$ cat config.mk
export PLATFORM = sky130hd
export DESIGN_NAME = keypad_scanner
export DESIGN_NICKNAME = d
export VERILOG_FILES = /design/src/rtl/keypad_pkg.sv /design/src/rtl/kp_sync.sv /design/src/rtl/keypad_scanner.sv
export SDC_FILE = /design/constraint.sdc
export NUM_CORES = 1
export LEC_CHECK = 0
export CAP_MARGIN = 10
export CORE_MARGIN = 2
export CORE_UTILIZATION = 45
export DETAILED_ROUTE_END_ITERATION = 8
export PLACE_DENSITY_LB_ADDON = 0.08
export SETUP_SLACK_MARGIN = 0.3
export SYNTH_ARGS = -nofsm -noshare
export SYNTH_HDL_FRONTEND = slang
export SYNTH_SLANG_ARGS = --single-unit
export TNS_END_PERCENT = 20
$ cat constraint.sdc
create_clock -name clk -period 2.8 [get_ports clk]
set_clock_uncertainty 0.05 [all_clocks]
set_input_delay 0.28 -clock clk [delete_from_list [all_inputs] [get_ports clk]]
set_output_delay 0.28 -clock clk [all_outputs]
set_load 0.01 [all_outputs]
$ cat src/rtl/keypad_pkg.sv
// Shared definitions for the 4x4 keypad scanner: FSM state encoding,
// column-drive rotation constants and the key-map decode.
package keypad_pkg;

    typedef enum logic [1:0] {
        ST_SCAN     = 2'd0,
        ST_DEBOUNCE = 2'd1,
        ST_PRESSED  = 2'd2,
        ST_RELEASE  = 2'd3
    } kp_state_e;

    // Column drive patterns, one bit low, in scan order.
    localparam logic [3:0] COL_0 = 4'b1110;
    localparam logic [3:0] COL_1 = 4'b1101;
    localparam logic [3:0] COL_2 = 4'b1011;
    localparam logic [3:0] COL_3 = 4'b0111;

    // Rows read all-high when no key in the driven column is down.
    localparam logic [3:0] ROWS_IDLE = 4'b1111;

    // Rotate the low bit one place left: 1110 -> 1101 -> 1011 -> 0111 -> 1110.
    function automatic logic [3:0] next_col(input logic [3:0] col);
        return {col[2:0], col[3]};
    endfunction

    // True when exactly one row line is pulled low.
    function automatic logic one_row_low(input logic [3:0] rows);
        logic r;
        case (rows)
            4'b1110, 4'b1101, 4'b1011, 4'b0111: r = 1'b1;
            default:                            r = 1'b0;
        endcase
        return r;
    endfunction

    // Decode driven column + low row into the key value printed on the pad.
    function automatic logic [3:0] key_map(input logic [3:0] col, input logic [3:0] row);
        logic [3:0] code;
        code = 4'h0;
        case (col)
            COL_3: begin
                case (row)
                    4'b0111: code = 4'h1;
                    4'b1011: code = 4'h4;
                    4'b1101: code = 4'h7;
                    4'b1110: code = 4'hE;
                    default: code = 4'h0;
                endcase
            end
            COL_2: begin
                case (row)
                    4'b0111: code = 4'h2;
                    4'b1011: code = 4'h5;
                    4'b1101: code = 4'h8;
                    4'b1110: code = 4'h0;
                    default: code = 4'h0;
                endcase
            end
            COL_1: begin
                case (row)
                    4'b0111: code = 4'h3;
                    4'b1011: code = 4'h6;
                    4'b1101: code = 4'h9;
                    4'b1110: code = 4'hF;
                    default: code = 4'h0;
                endcase
            end
            COL_0: begin
                case (row)
                    4'b0111: code = 4'hA;
                    4'b1011: code = 4'hB;
                    4'b1101: code = 4'hC;
                    4'b1110: code = 4'hD;
                    default: code = 4'h0;
                endcase
            end
            default: code = 4'h0;
        endcase
        return code;
    endfunction

endpackage

$ cat src/rtl/kp_sync.sv
// Two-flop synchronizer for the asynchronous keypad row inputs.
// Flops reset to all-high so the rows read as idle out of reset.
module kp_sync
    import keypad_pkg::*;
(
    input  logic       clk,
    input  logic       reset_n,
    input  logic [3:0] rows_i,
    output logic [3:0] rows_o
);

    logic [3:0] meta_q;
    logic [3:0] sync_q;

    // Two back-to-back flops; only sync_q is used downstream.
    always_ff @(posedge clk or negedge reset_n) begin
        if (!reset_n) begin
            meta_q <= ROWS_IDLE;
            sync_q <= ROWS_IDLE;
        end else begin
            meta_q <= rows_i;
            sync_q <= meta_q;
        end
    end

    assign rows_o = sync_q;

endmodule

$ cat src/rtl/keypad_scanner.sv
// 4x4 matrix keypad scanner with debounce and a valid/ready event output.
// Optional autorepeat while a key is held is enabled by defining the macro
// KEYPAD_AUTOREPEAT_EN; without it each press yields exactly one event and
// no repeat counters exist.
module keypad_scanner
    import keypad_pkg::*;
#(
    parameter int unsigned SCAN_DIV       = 1000,
    parameter int unsigned DEBOUNCE_SCANS = 8,
    parameter int unsigned REPEAT_DELAY   = 500,
    parameter int unsigned REPEAT_RATE    = 100
) (
    input  logic       clk,
    input  logic       reset_n,
    input  logic [3:0] kpr,
    output logic [3:0] kpc,
    output logic [3:0] key_code,
    output logic       key_valid,
    input  logic       key_ready,
    output logic       key_held,
    output logic       overrun,
    input  logic       ovr_clr
);

    localparam logic [15:0] DIV_LAST = 16'(SCAN_DIV - 1);
    localparam logic [7:0]  DB_N     = 8'(DEBOUNCE_SCANS);

    // Reject out-of-range configurations at elaboration.
    if (SCAN_DIV < 2 || SCAN_DIV > 65535) begin : g_chk_div
        $error("keypad_scanner: SCAN_DIV out of range");
    end
    if (DEBOUNCE_SCANS < 1 || DEBOUNCE_SCANS > 255) begin : g_chk_db
        $error("keypad_scanner: DEBOUNCE_SCANS out of range");
    end
    if (REPEAT_DELAY < 1 || REPEAT_DELAY > 65535 || REPEAT_RATE < 1 || REPEAT_RATE > 65535) begin : g_chk_rpt
        $error("keypad_scanner: REPEAT_DELAY/REPEAT_RATE out of range");
    end

    logic [3:0]  rows_s;
    logic [15:0] div_q;
    logic        sample;
    kp_state_e   state_q;
    logic [3:0]  kpc_q;
    logic [3:0]  row_q;
    logic [3:0]  cap_code_q;
    logic [7:0]  cnt_q;
    logic [7:0]  cnt_inc;
    logic        held_q;
    logic        valid_q;
    logic [3:0]  code_q;
    logic        ovr_q;
    logic        evt;
    logic [3:0]  evt_code;
    logic        hs;

    kp_sync u_sync (
        .clk     (clk),
        .reset_n (reset_n),
        .rows_i  (kpr),
        .rows_o  (rows_s)
    );

    assign sample  = (div_q == DIV_LAST);
    assign cnt_inc = cnt_q + 8'd1;
    assign hs      = valid_q & key_ready;

    // Column dwell counter; wraps on the sample cycle.
    always_ff @(posedge clk or negedge reset_n) begin
        if (!reset_n) begin
            div_q <= '0;
        end else if (sample) begin
            div_q <= '0;
        end else begin
            div_q <= div_q + 16'd1;
        end
    end

`ifdef KEYPAD_AUTOREPEAT_EN
    logic [15:0] rpt_cnt_q;
    logic        rpt_phase_q;
    logic [15:0] rpt_next;
    logic        rpt_fire;

    assign rpt_next = rpt_cnt_q + 16'd1;
    assign rpt_fire = rpt_phase_q ? (rpt_next == 16'(REPEAT_RATE))
                                  : (rpt_next == 16'(REPEAT_DELAY));

    // Repeat timer: restarts on each new press, holds during release debounce.
    always_ff @(posedge clk or negedge reset_n) begin
        if (!reset_n) begin
            rpt_cnt_q   <= '0;
            rpt_phase_q <= 1'b0;
        end else if (state_q == ST_SCAN || state_q == ST_DEBOUNCE) begin
            rpt_cnt_q   <= '0;
            rpt_phase_q <= 1'b0;
        end else if (state_q == ST_PRESSED && sample && rows_s != ROWS_IDLE) begin
            if (rpt_fire) begin
                rpt_cnt_q   <= '0;
                rpt_phase_q <= 1'b1;
            end else begin
                rpt_cnt_q <= rpt_next;
            end
        end
    end
`endif

    // Event strobe: fires on the sample that completes a press debounce
    // (or a repeat interval), carrying the code to publish.
    always_comb begin
        evt      = 1'b0;
        evt_code = cap_code_q;
        if (sample) begin
            case (state_q)
                ST_SCAN: begin
                    if (DEBOUNCE_SCANS == 1 && one_row_low(rows_s)) begin
                        evt      = 1'b1;
                        evt_code = key_map(kpc_q, rows_s);
                    end
                end
                ST_DEBOUNCE: begin
                    if (rows_s == row_q && cnt_inc == DB_N) begin
                        evt = 1'b1;
                    end
                end
`ifdef KEYPAD_AUTOREPEAT_EN
                ST_PRESSED: begin
                    if (rows_s != ROWS_IDLE && rpt_fire) begin
                        evt = 1'b1;
                    end
                end
`endif
                default: ;
            endcase
        end
    end

    // Scan/debounce FSM; all state changes happen on sample cycles.
    always_ff @(posedge clk or negedge reset_n) begin
        if (!reset_n) begin
            state_q    <= ST_SCAN;
            kpc_q      <= COL_0;
            row_q      <= ROWS_IDLE;
            cap_code_q <= '0;
            cnt_q      <= '0;
            held_q     <= 1'b0;
        end else if (sample) begin
            case (state_q)
                ST_SCAN: begin
                    if (one_row_low(rows_s)) begin
                        row_q      <= rows_s;
                        cap_code_q <= key_map(kpc_q, rows_s);
                        cnt_q      <= 8'd1;
                        if (DEBOUNCE_SCANS == 1) begin
                            state_q <= ST_PRESSED;
                            held_q  <= 1'b1;
                        end else begin
                            state_q <= ST_DEBOUNCE;
                        end
                    end else begin
                        kpc_q <= next_col(kpc_q);
                    end
                end
                ST_DEBOUNCE: begin
                    if (rows_s == row_q) begin
                        cnt_q <= cnt_inc;
                        if (cnt_inc == DB_N) begin
                            state_q <= ST_PRESSED;
                            held_q  <= 1'b1;
                        end
                    end else begin
                        state_q <= ST_SCAN;
                        kpc_q   <= next_col(kpc_q);
                    end
                end
                ST_PRESSED: begin
                    if (rows_s == ROWS_IDLE) begin
                        cnt_q <= 8'd1;
                        if (DEBOUNCE_SCANS == 1) begin
                            state_q <= ST_SCAN;
                            held_q  <= 1'b0;
                            kpc_q   <= next_col(kpc_q);
                        end else begin
                            state_q <= ST_RELEASE;
                        end
                    end
                end
                ST_RELEASE: begin
                    if (rows_s == ROWS_IDLE) begin
                        cnt_q <= cnt_inc;
                        if (cnt_inc == DB_N) begin
                            state_q <= ST_SCAN;
                            held_q  <= 1'b0;
                            kpc_q   <= next_col(kpc_q);
                        end
                    end else begin
                        state_q <= ST_PRESSED;
                    end
                end
                default: state_q <= ST_SCAN;
            endcase
        end
    end

    // Output event register with valid/ready handshake and overrun tracking.
    always_ff @(posedge clk or negedge reset_n) begin
        if (!reset_n) begin
            valid_q <= 1'b0;
            code_q  <= '0;
            ovr_q   <= 1'b0;
        end else begin
            if (evt) begin
                if (!valid_q || hs) begin
                    valid_q <= 1'b1;
                    code_q  <= evt_code;
                end else begin
                    ovr_q <= 1'b1;
                end
            end else if (hs) begin
                valid_q <= 1'b0;
            end
            if (ovr_clr && !(evt && valid_q && !hs)) begin
                ovr_q <= 1'b0;
            end
        end
    end

    assign kpc       = kpc_q;
    assign key_code  = code_q;
    assign key_valid = valid_q;
    assign key_held  = held_q;
    assign overrun   = ovr_q;

endmodule
==> reports/results.tsv, run 1 <==
metric	value	unit
outcome	finished, final reports clean	
dieWidth	84.3	µm
final_cell_area	0.00326	mm²
cp_data_arrival_time	2540	ps
vias	2157	
final_common_cell	dfrtp_1	
place.gp.congestion	0.853	
drt_wl_total	5570	µm
cts-root-buf	clkbuf_8	
syn_nets	299	
cellPowerDensity	385	mW/mm²
clk_pin_slew_worst_paths	90	ps
ys_seq_area_share	46.4	%
setup_tns	0	ps
drt_iter0_markers	104	
ys_types	60	
dpl_cell_area	0.00314	mm²
layout-drive-gt1-share	19.2	%
yosysTopAreaCell	dfrtp_1	
reg2reg_slack	400	ps
maxSlewViolCount	0	
firstDrtPassIters	4	
worstSetupEndpoint	key_code[0]	
tightest_slew	989	ps
path_class	flip-flop to flip-flop	
startpoint	cnt_q[0]	
wl_per_cell	14.5	µm
crit_fanout	7	
grt_pass1_vias	2109	
cts_tree	done	
post-route-period-util	85.7	%
antenna_found_initial	0	
io_pins	19	
syn_area_per_cell	10.1	µm²
grt_max_degree	45	
rsz0062_at_grt	yes	
ant_nets	0	
peakVddDrop	225	µV
design.core.area	0.00628	mm²
nets	317	
synth_edf_count	0	
drcViolationCount	0	
row_count	29	
overflow	0	
die_h	84.3	µm
ys.warnings.count	0	
r2r_cells	7	
async_flop_share	100	%
synth_flop_cell	dfrtp_1	
period_needed	2400	ps
area_delta_synth_final	12.5	%
start_util	46.2	%
die_area	0.00710	mm²
cp.required	2940	ps
r2r-end	key_code[0]	
worstHoldPathType	primary input to asynchronous set/reset pin	
nFillCells	594	
syn_area	0.00290	mm²
ys_seq_elements	53	
clock_sinks	53	
drv_cap	0	
cts_hold_buf	0	
hpwl	3880	µm
io_buffers	18	
crit_path_end_kind	flip-flop	
slew_headroom	34.1	%
synth_top_area_share	32.8	%
cp-start-kind	flip-flop	
vias_per_cell	5.62	
cts_max_level	2	
hold_viol_final	0	
rr_startpoint	cnt_q[0]	
numCtsBuffers	5	
setup-violations-final	0	
antenna_cells	0	
grt_first_pass_wirelength	9940	µm
clock.fmax	417	MHz
ys_top_cells_by_area	dfrtp_1 33%, dfstp_2 14%, mux2_2 4.3%	
p_leak	1.34	nW
final_cell_mix	36 x dfrtp_1, 27 x nand2_1, 20 x nor2_1	
cts_buffer_depth	2	
grt_use_total	17.0	%
clk_latency	310	ps
netlist_instances	288	
==> cell families after synthesis <==
group	share of synthesized area [%]
compound gates	14.2
xor+xnor	6.95
fa+ha+maj	1.29
buf+inv	2.63
flops	46.4
mux	4.27
simple gates	24.2
==> synthesized netlist by cell type (2+ instances only) <==
| master | instances |
|---|---|
| a21oi_1 | 10 |
| a22o_1 | 4 |
| a22oi_1 | 4 |
| and2_1 | 3 |
| and3_1 | 3 |
| and4_1 | 7 |
| buf_2 | 4 |
| clkbuf_1 | 8 |
| dfrtp_1 | 38 |
| dfstp_2 | 15 |
| ha_1 | 3 |
| inv_1 | 5 |
| mux2_2 | 11 |
| nand2_1 | 27 |
| nand2b_1 | 2 |
| nand3_1 | 18 |
| nand4_1 | 9 |
| nand4b_1 | 2 |
| nor2_1 | 20 |
| nor2b_1 | 8 |
| nor3_1 | 6 |
| o2111ai_1 | 3 |
| o211ai_1 | 3 |
| o21ai_0 | 16 |
| o21ai_1 | 2 |
| o31ai_1 | 2 |
| xnor2_1 | 12 |
| xor2_1 | 11 |
==> registers in the layout (all words and copies together) (netlist names), 2 cells and up <==
register / flops
u_sync.meta_q: 4
div_q: 16
u_sync.rows_o: 4
kpc: 4
cap_code_q: 4
row_q: 4
state_q: 2
cnt_q: 8
key_code: 4
==> where the power goes <==
group          switching [mW]  total, mW  internal, mW  leakage [nW]
Sequential             0.0102      0.787         0.776         0.670
Combinational          0.0306     0.0511        0.0205         0.627
Clock                   0.245      0.418         0.173        0.0439
==> worst max-delay path, cell delays in order, from the launching register on <==
cell and delay [ps]:
dfrtp_2 450, ha_2 220, and3_4 200, or4_4 450, a22oi_2 220, nand4_4 160
nor2b_4 180, mux2_2 350
==> worst min path at each step <==
| stage | cells after the start | slack, ps | end | from |
|---|---|---|---|---|
| 6_report | 1 | 80 | key_code[2] | reset_n |
| 3_3_place_gp | 0 | 300 | u_sync.rows_o[2] | u_sync.meta_q[2] |
| 4_1_cts | 1 | 120 | overrun | reset_n |
| 5_1_grt | 1 | 180 | cnt_q[4] | reset_n |
| 3_5_place_dp | 0 | 300 | u_sync.rows_o[2] | u_sync.meta_q[2] |
| 2_1_floorplan | 0 | -70 | cap_code_q[0] | reset_n |
==> routing by layer <==
metal	vias up	routed length [µm]	global-route usage, %
met1	1028	2800	24.3
met4	0	59	4.99
met5	-	0	0
met3	5	230	4.33
li1	1084	-	-
met2	40	2480	25.5
==> through the flow <==
stage	setup slack, ps	power, mW	cells	hold WS (ps)	util, %
floorplan	453	0.821	288	-65.6	-
global placement	360	0.853	373	296	50.0
detailed placement	327	0.853	373	297	50.0
CTS	325	1.28	381	119	51.3
global route	286	1.31	384	180	51.9
finish	399	1.26	384	75.6	51.9
==> repair_timing <==
item	4_1_cts	5_1_grt
gates resized for setup	1	3
pin swaps	0	1
setup buffers	0	3
endpoints found under the setup margin	1	8
gates cloned	0	0
==> cell type report <==
cell class / instances / area [µm²] / share of cell area, %
inverters: 5 / 18.8 / 0.576
multi-input cells: 217 / 1490 / 45.7
flip-flops and latches: 53 / 1350 / 41.3
well taps: 77 / 96.3 / 2.95
clock buffers: 5 / 68.8 / 2.11
repair buffers: 24 / 220 / 6.75
clock inverters: 3 / 17.5 / 0.537
Note: power is estimated with default switching activity, not from simulation.
==> run 2, diff against run 1 <==
--- a/config.mk
+++ b/config.mk
@@ -11,6 +11,7 @@
 export DETAILED_ROUTE_END_ITERATION = 8
 export PLACE_DENSITY_LB_ADDON = 0.08
 export SETUP_SLACK_MARGIN = 0.3
+export SKIP_CTS_REPAIR_TIMING = 1
 export SYNTH_ARGS = -nofsm -noshare
 export SYNTH_HDL_FRONTEND = slang
 export SYNTH_SLANG_ARGS = --single-unit
==> results of run 2 <==
Final layout, timing and power as in run 1 (identical DEF).
==> run 3, diff against run 2 <==
--- a/config.mk
+++ b/config.mk
@@ -5,8 +5,7 @@
 export SDC_FILE = /design/constraint.sdc
 export NUM_CORES = 1
 export LEC_CHECK = 0
-export CAP_MARGIN = 10
-export CORE_MARGIN = 2
+export CORE_MARGIN = 5
 export CORE_UTILIZATION = 45
 export DETAILED_ROUTE_END_ITERATION = 8
 export PLACE_DENSITY_LB_ADDON = 0.08
==> run 3 against run 2 <==
Compared with the run above:
- sequential share of layout area is essentially flat
- global-route usage shrank 2.4 points
- die area up 15%
- setup slack improved by 15 ps
- largest cell class unchanged
- count of clock-buffer cells in the layout did not move
- sequential cell count is the same
- register-to-register slack about the same
- clock power increased by 1%
==> reports/results.tsv, run 3 (synthesis gave the netlist of run 1 again) <==
metric	value	unit	change
io_pins	19		unchanged
path_class	flip-flop to flip-flop		unchanged
crit_family	simple AND/OR/NAND/NOR gates		unchanged
final_util	51.7	%	was 51.9%
clock_sinks	53		unchanged
nFillCells	598		was 594
vias_per_cell	5.65		was 5.62
cp_slowest_cell	dfrtp_2		unchanged
cts_tree	done		unchanged
final_cell_mix	36 x dfrtp_1, 27 x nand2_1, 20 x nor2_1		unchanged
rr_startpoint	cnt_q[0]		unchanged
maxSlewViolCount	0		unchanged
clock.fmax	419	MHz	was 417 MHz
cp.required	2940	ps	about the same
hold_viol_final	0		unchanged
cts_buffer_depth	2		unchanged
grt_first_pass_wirelength	9920	µm	was 9940 µm
ant_nets	0		unchanged
cp_data_arrival_time	2530	ps	was 2540 ps
slew_headroom	56.1	%	was 34.1%
io_buffers	18		unchanged
crit_path_end_kind	flip-flop		unchanged
die_h	90.3	µm	was 84.3 µm
place.gp.congestion	0.870		was 0.853
crit_path_max_incr_delay	450	ps	about the same
nets	319		was 317
outcome	finished, final reports clean		unchanged
crit_buf_inv	0		unchanged
clk_pin_slew_worst_paths	100	ps	was 90 ps
design.core.area	0.00631	mm²	was 0.00628 mm²
drt_wl_total	5700	µm	was 5570 µm
firstDrtPassIters	4		unchanged
overflow	0		unchanged
wl_per_cell	14.8	µm	was 14.5 µm
post-route-period-util	85.2	%	was 85.7%
reg2reg_slack	410	ps	was 400 ps
r2r_cells	7		unchanged
antenna_cells	0		unchanged
crit_cells	7		unchanged
largest_reg_flops	16		unchanged
start_util	45.9	%	was 46.2%
cts-root-buf	clkbuf_8		unchanged
cts_max_level	2		unchanged
die_area	0.00815	mm²	was 0.00710 mm²
grt_max_degree	54		was 45
final_common_cell	dfrtp_1		unchanged
drv_cap	0		unchanged
p_leak	1.35	nW	was 1.34 nW
worstHoldPathType	primary input to asynchronous set/reset pin		unchanged
setup-violations-final	0		unchanged
reg.largest.list	div_q: 16 flops, cnt_q: 8 flops		unchanged
setup_tns	0	ps	unchanged
peakVddDrop	250	µV	was 225 µV
grt_pass1_vias	2080		was 2109
antenna_found_initial	0		unchanged
tightest_slew	658	ps	was 989 ps
cp-start-kind	flip-flop		unchanged
crit_fanout	6		was 7
rsz0062_at_grt	no		was yes
drt_iter0_markers	153		was 104
cp_cell_sequence	ha_2 -> and3_4 -> or4_4 -> a22oi_2 -> nand4_4 -> nor2b_4 -> mux2_2		unchanged
numCtsBuffers	5		unchanged
drcViolationCount	0		unchanged
cellPowerDensity	386	mW/mm²	was 385 mW/mm²
vias	2181		was 2157
layout-drive-gt1-share	19.4	%	was 19.2%
regMostFlops	div_q		unchanged
row_count	29		unchanged
r2r-end	key_code[3]		was key_code[0]
hpwl	3880	µm	about the same
grt_use_total	14.5	%	was 17.0%
area_delta_synth_final	12.6	%	was 12.5%
dieWidth	90.3	µm	was 84.3 µm
period_needed	2390	ps	was 2400 ps
clk_latency	310	ps	about the same
==> run 3: changes by cell type in the layout (fill, tap and decap cells not counted) <==
cell	delta
a311oi_4	-1
clkinv_1	+1
clkinv_2	-1
clkinv_4	+1
a311oi_2	+1
clkinvlp_4	-1
buf_4	+2
==> run 3: layout make-up <==
| cell class | instances | area, µm² | share of cell area, % |
|---|---|---|---|
| clock buffers | 5 | 68.8 | 2.11 |
| inverters | 5 | 18.8 | 0.575 |
| flip-flops and latches | 53 | 1350 | 41.3 |
| well taps | 77 | 96.3 | 2.95 |
| repair buffers | 26 | 235 | 7.21 |
| multi-input cells | 217 | 1480 | 45.3 |
| clock inverters | 3 | 17.5 | 0.537 |
==> run 3: worst max path at each step <==
stage                         from          end
after floorplan           cnt_q[0]  key_code[0]
after global placement    cnt_q[0]  key_code[2]
after detailed placement  cnt_q[0]  key_code[0]
after CTS                 cnt_q[0]  key_code[0]
after global routing      cnt_q[0]       kpc[0]
final                     cnt_q[0]  key_code[3]
==> run 3: worst reg2reg max path: stages (launching register included) <==
cell     delay [ps]
dfrtp_2         450
ha_2            220
and3_4          190
or4_4           430
a22oi_2         220
nand4_4         160
nor2b_4         180
mux2_2          350
==> run 3: per-layer routing <==
metal	GRT usage, %	wire length, µm	vias up
met2	22.7	2640	37
met5	0	0	-
met1	20.1	2730	1049
met4	5.21	102	0
li1	-	-	1087
met3	2.67	221	8
==> run 3: stage by stage <==
step	power (mW)	instances	instance area, µm²	setup slack [ps]	hold slack, ps
final	1.26	386	3260	414	17.5
after global routing	1.32	386	3260	302	87.9
after CTS	1.28	381	3220	289	50.1
after detailed placement	0.852	373	3140	320	297
after global placement	0.852	373	3140	367	296
after floorplan	0.821	288	2900	453	-65.6
==> run 3: power breakdown <==
group          switching, mW  internal (mW)  total [mW]
Clock                  0.249          0.173       0.423
Sequential            0.0104          0.776       0.787
Combinational         0.0296         0.0195      0.0491
Total                  0.289          0.969        1.26
